**src/rtl/bp_common_pkg.sv**
```systemverilog
// Shared backend constants.
//   reg_addr_width_gp : architectural register address width.
package bp_common_pkg;

    localparam int reg_addr_width_gp = 5;

endpackage

```
**src/rtl/bp_be_fifo_2w1r.sv**
```systemverilog
// Circular buffer that accepts up to two writes and performs one read per cycle.
//   clk_i, reset_n_i : clock and asynchronous active-low reset
//   enq_n_i          : number of writes this cycle (0..2), data0 is older than data1
//   enq_data0_i/1_i  : write data, packed in order (data1 is used only when enq_n_i==2)
//   deq_i            : pop the head entry (ignored when empty)
//   deq_data_o       : head entry, buf[rptr]
//   count_o          : occupancy
// Writes beyond the free space are dropped, so live entries are never overwritten.
module bp_be_fifo_2w1r #(
    parameter int els_p   = 4,
    parameter int width_p = 5
) (
    input  logic                       clk_i,
    input  logic                       reset_n_i,
    input  logic [1:0]                 enq_n_i,
    input  logic [width_p-1:0]         enq_data0_i,
    input  logic [width_p-1:0]         enq_data1_i,
    input  logic                       deq_i,
    output logic [width_p-1:0]         deq_data_o,
    output logic [$clog2(els_p+1)-1:0] count_o
);

    localparam int ptr_w = $clog2(els_p);
    localparam int cnt_w = $clog2(els_p+1);

    logic [width_p-1:0] mem [els_p];
    logic [ptr_w-1:0]   rptr, wptr, wptr_p1;
    logic [cnt_w-1:0]   count, free;
    logic [1:0]         acc;
    logic               deq_eff;

    // Free space is taken before this cycle's pop, which keeps the slot being
    // read untouched even when the buffer is full.
    always_comb begin
        free    = cnt_w'(els_p) - count;
        deq_eff = deq_i && (count != '0);
        wptr_p1 = wptr + ptr_w'(1);
        if (free == '0)
            acc = 2'd0;
        else if (free == cnt_w'(1))
            acc = (enq_n_i != 2'd0) ? 2'd1 : 2'd0;
        else
            acc = enq_n_i;
    end

    // els_p is a power of two, so pointers wrap naturally.
    always_ff @(posedge clk_i or negedge reset_n_i) begin
        if (!reset_n_i) begin
            rptr  <= '0;
            wptr  <= '0;
            count <= '0;
        end else begin
            wptr  <= wptr + ptr_w'(acc);
            rptr  <= rptr + ptr_w'(deq_eff);
            count <= count + cnt_w'(acc) - cnt_w'(deq_eff);
        end
    end

    always_ff @(posedge clk_i) begin
        if (acc != 2'd0) mem[wptr]    <= enq_data0_i;
        if (acc == 2'd2) mem[wptr_p1] <= enq_data1_i;
    end

    assign deq_data_o = mem[rptr];
    assign count_o    = count;

endmodule

```
**src/rtl/bp_be_scoreboard_clear_queue.sv**
```systemverilog
// Serialises up to two register-release events per cycle onto the scoreboard's
// single clear port, in order, with an empty-queue bypass.
//   clk_i, reset_n_i          : clock and asynchronous active-low reset
//   clear0_v_i, clear0_rd_i   : slot-0 release (older)
//   clear1_v_i, clear1_rd_i   : slot-1 release (younger)
//   ready_o                   : two events can be absorbed this cycle
//   clear_v_o, clear_rd_o     : to scoreboard clear port
//   count_o                   : occupancy, debug/perf
module bp_be_scoreboard_clear_queue
    import bp_common_pkg::*;
#(
    parameter int els_p            = 4,
    parameter int reg_addr_width_p = reg_addr_width_gp
) (
    input  logic                        clk_i,
    input  logic                        reset_n_i,
    input  logic                        clear0_v_i,
    input  logic [reg_addr_width_p-1:0] clear0_rd_i,
    input  logic                        clear1_v_i,
    input  logic [reg_addr_width_p-1:0] clear1_rd_i,
    output logic                        ready_o,
    output logic                        clear_v_o,
    output logic [reg_addr_width_p-1:0] clear_rd_o,
    output logic [$clog2(els_p+1)-1:0]  count_o
);

    localparam int cnt_w = $clog2(els_p+1);

    logic [cnt_w-1:0]            fifo_count;
    logic [reg_addr_width_p-1:0] fifo_data;
    logic [reg_addr_width_p-1:0] enq_d0, enq_d1;
    logic [1:0]                  enq_n;
    logic                        empty;

    assign empty = (fifo_count == '0);

    // When empty, the oldest valid event bypasses the buffer and only the
    // slot-1 event of a pair is stored. Otherwise every valid event queues
    // behind existing entries, compacted so data0 is always the older one.
    always_comb begin
        enq_n  = 2'd0;
        enq_d0 = clear0_rd_i;
        enq_d1 = clear1_rd_i;
        if (empty) begin
            if (clear0_v_i && clear1_v_i) begin
                enq_n  = 2'd1;
                enq_d0 = clear1_rd_i;
            end
        end else begin
            if (clear0_v_i && clear1_v_i)
                enq_n = 2'd2;
            else if (clear0_v_i)
                enq_n = 2'd1;
            else if (clear1_v_i) begin
                enq_n  = 2'd1;
                enq_d0 = clear1_rd_i;
            end
        end
    end

    bp_be_fifo_2w1r #(
        .els_p   (els_p),
        .width_p (reg_addr_width_p)
    ) fifo (
        .clk_i       (clk_i),
        .reset_n_i   (reset_n_i),
        .enq_n_i     (enq_n),
        .enq_data0_i (enq_d0),
        .enq_data1_i (enq_d1),
        .deq_i       (!empty),
        .deq_data_o  (fifo_data),
        .count_o     (fifo_count)
    );

    // Gated by reset so a mid-stream reset silences the bypass path at once.
    always_comb begin
        clear_v_o  = 1'b0;
        clear_rd_o = '0;
        if (reset_n_i) begin
            if (empty) begin
                clear_v_o  = clear0_v_i | clear1_v_i;
                clear_rd_o = clear0_v_i ? clear0_rd_i : clear1_rd_i;
            end else begin
                clear_v_o  = 1'b1;
                clear_rd_o = fifo_data;
            end
        end
    end

    // Registered-count only: no combinational path from the inputs.
    assign ready_o = (fifo_count <= cnt_w'(els_p-2));
    assign count_o = fifo_count;

    // Upstream must hold valids low while ready_o is low. Non-fatal so the
    // drop behaviour in the buffer remains observable after a violation.
    always @(posedge clk_i) begin
        if (reset_n_i)
            assert (ready_o || !(clear0_v_i || clear1_v_i))
                else $warning("clear queue: release injected while not ready");
    end

endmodule

```
**config.mk**
```make
export PLATFORM = sky130hd
export DESIGN_NAME = bp_be_scoreboard_clear_queue
export DESIGN_NICKNAME = d
export VERILOG_FILES = /design/src/rtl/bp_common_pkg.sv /design/src/rtl/bp_be_fifo_2w1r.sv /design/src/rtl/bp_be_scoreboard_clear_queue.sv
export SDC_FILE = /design/constraint.sdc
export NUM_CORES = 1
export LEC_CHECK = 0
export BUFFER_PORTS_ARGS = -buffer_cell sky130_fd_sc_hd__clkbuf_2
export CORE_ASPECT_RATIO = 1.25
export CORE_UTILIZATION = 61
export DETAILED_ROUTE_END_ITERATION = 16
export HOLD_SLACK_MARGIN = 0.06
export PLACE_DENSITY = 0.87
export SLEW_MARGIN = 5
export SYNTH_ARGS = -nofsm -noshare
export SYNTH_HDL_FRONTEND = slang
export SYNTH_SLANG_ARGS = --single-unit
```
**constraint.sdc**
```tcl
create_clock -name clk_i -period 3.7 [get_ports clk_i]
set_input_delay 0.37 -clock clk_i [delete_from_list [all_inputs] [get_ports clk_i]]
set_output_delay 0.37 -clock clk_i [all_outputs]
set_load 0.02 [all_outputs]
```
==> results by group <==
Yosys
  • Ys Warns: 0
  • Cell taking the most area after synthesis: edfxtp_1
  • Top cell type's share of synthesized area: approximately 34%
  • Post-synth ARST share: 25.9%
  • Post-synth EDFFs: 20
  • Most used DFF post-synth: edfxtp_1
  • Largest cells by area after synthesis: edfxtp_1 34%, mux2_2 15%, dfrtp_1 10%, mux4_2 6.5%, ha_1 5.7%
  • Synth cell types: 34
  • Syn avg cell area: 13.4 sq um
  • Post-synthesis instance total: 130
  • Synthesized flop and latch total: 27
  • Mapped cell area: approximately 1700 sq um
  • Synth Net Count: 153
  • Sequential share of the synthesized area: 44.5%

Route
  • Antenna Nets Post-Route: 0
  • Vias: about 1100
  • # DRC: 0
  • Drt total wl: 3530 microns
  • Wire per inst: 19.1 microns
  • Vias per Instance: 6.19
  • First-pass iteration count of the detailed router: 4
  • DRT iter0 DRCs: 46

Pwr
  • Power Dens Cells: 771 nW/um^2
  • Max rail drop VDD: 588 uV
  • Leak Pwr: 0.792 nW

Clock network
  • H-tree depth: 1
  • CTS tree: yes
  • Root buffer cell: clkbuf_4
  • Clock Path Buffers: 2
  • CTS buffer count: 3
  • # Post-CTS Setup Buffers: 0
  • CTS clk-pin slew, worst paths: 150 ps
  • Later-pin clock latency in the skew report: 340 ps
  • Clock Sinks: 27
  • CTS resizes: 0

Timing
  • Worst rel slew slack: 30.7%
  • Hold Worst Slack: about 380 ps
  • Max Slew Vio Count: 0
  • Final Hold Viols: 0
  • Max frequency: between 300 and 400 MHz
  • RSZ-0062 raised after global routing: false
  • Tcrit/Tclk final: 79.1%
  • Setup total negative slack: 0 ps
  • Tmin final: 2930 ps
  • Slew @ Worst Pin: slightly above 1000 ps
  • Skew final: 7.07 ps
  • Setup Viol. Count Final: 0

Setup path
  • Signal arrival time at the worst endpoint: 2900 ps
  • Startpoint types: flip-flop
  • CP max FO: 18
  • R2R setup slack: 770 ps
  • CP Class: flip-flop to flip-flop
  • CP endpoint kind: flip-flop
  • Req. time, crit path: 3680 ps

Cells and area
  • Share of cells above drive strength 1: about two fifths
  • Final nets: approximately 180
  • Filler cells: 184
  • N_diodes: 0
  • Design Area, Final: roughly 1900 sq um
  • Area grow syn2layout: 9.68%

Placed design
  • # port buffers: 23
  • HPWL Detailed: 2630 microns
  • RD Place Congestion: between 0.8 and 0.9
  • Area of placed instances: 1870 sq um

Flow run
  • # Max-Cap Violations: 0

Floorplan
  • Die Span Y: 61.8 microns
  • Num ports: 24
  • Die area: a little over 3000 sq um
  • Die Wd: about 50 microns
  • FP Rows: 21
  • Initial Util: 64.4%
  • Core Box Area: 2710 sq um

Global routing
  • GR Overflow Total: 0
  • All-Layer GR Usage: 26.3%
  • Largest net degree at the start of global routing: 19
  • Initial antenna violation count: 0
  • Vias in the first global route: 1076
  • First-pass GRT wire length: 5640 microns

Hold path
  • HP Class: input port to flip-flop

Status
  • Status: finished clean
-- kinds of logic (layout without fill, tap and decap cells) --
| group | count (synthesis) | after routing | synth area share (%) |
|---|---|---|---|
| simple gates | 17 | 17 | 8.03 |
| flops | 27 | 27 | 44.5 |
| buf+inv | 17 | 38 | 3.80 |
| mux | 36 | 36 | 26.0 |
| fa+ha+maj | 9 | 9 | 6.89 |
| compound gates | 17 | 17 | 7.25 |
| xor+xnor | 7 | 7 | 3.52 |
-- cell usage in the layout (no fill, tap or decap), types with 2 or more instances in the layout --
| cell | n |
|---|---|
| clkbuf_2 | 23 |
| mux4_2 | 5 |
| nand2b_1 | 3 |
| edfxtp_1 | 20 |
| mux2i_1 | 6 |
| clkbuf_4 | 3 |
| ha_1 | 8 |
| a21oi_1 | 5 |
| o211a_1 | 5 |
| nand2_1 | 5 |
| inv_1 | 9 |
| nand4b_1 | 2 |
| xor2_1 | 2 |
| mux2_2 | 24 |
| xnor2_1 | 5 |
| dfrtp_1 | 7 |
-- per-stage QoR --
stage	power, mW	cells	util (%)	worst slack (ps)
finish	1.47	185	70.7	774
global route	1.58	185	70.7	515
CTS	1.49	185	70.7	746
detailed placement	1.35	180	69.2	680
global placement	1.30	180	69.2	762
floorplan	1.15	130	-	1330
-- critical path, stage by stage (launching register included) --
cell and delay [ps]:
dfrtp_1 470, nor2_1 120, ha_1 560, mux2i_1 200, a21oi_1 250, nor3_1 120, o31ai_1 840
-- area by class of cell --
type,count,area (sq um),share of cell area [%]
multi-input cells,86,902,47.2
flip-flops and latches,27,776,40.5
repair buffers,24,125,6.54
well taps,34,42.5,2.22
inverters,10,37.5,1.96
clock buffers,3,22.5,1.18
clock inverters,1,7.51,0.392
-- registers in the layout (all words and copies together) (netlist names) --
name / flops
fifo.mem: 20
fifo.count_o: 3
fifo.rptr: 2
fifo.wptr: 2
-- path summary, 6_finish.rpt --
check                                      from               to  cells after the start
min in group asynchronous             reset_n_i     fifo.rptr[1]                      2
worst min-delay path             clear1_rd_i[2]   fifo.mem[0][2]                      2
worst min register to register     fifo.wptr[0]     fifo.wptr[0]                      1
worst max-delay path            fifo.count_o[1]   fifo.mem[0][0]                      6
worst max register to register  fifo.count_o[1]   fifo.mem[0][0]                      6
max in group asynchronous             reset_n_i  fifo.count_o[0]                      2
-- per-layer routing --
metal / part of all wire [%] / global-route usage, % / vias to the layer above
li1: - / - / 526
met4: 1.7 / 12.2 / 0
met3: 4.8 / 2.19 / 5
met2: 54 / 44.8 / 48
met1: 40 / 34.8 / 566
met5: 0 / 0 / -
-- synthesized netlist by cell type (2+ instances only) --
cell type	number
clkbuf_1	3
xnor2_1	5
dfrtp_1	7
a21oi_1	5
xor2_1	2
nand2b_1	3
o211a_1	5
mux4_2	5
inv_1	9
buf_1	2
edfxtp_1	20
mux2_2	24
mux2i_1	6
nand4b_1	2
buf_2	2
nand2_1	5
ha_1	8
-- power by group --
part	total, mW	internal (mW)	switching (mW)	leakage (nW)
logic	0.743	0.338	0.405	0.512
clock network	0.134	0.0415	0.0929	0.0139
registers	0.597	0.482	0.116	0.266
total	1.47	0.861	0.614	0.792
-- what timing repair did --
item,in CTS,in global routing
hold endpoints to repair,7,0
hold buffers,1,0
endpoints found under the setup margin,0,0
Power figures use the tool's default switching activity.
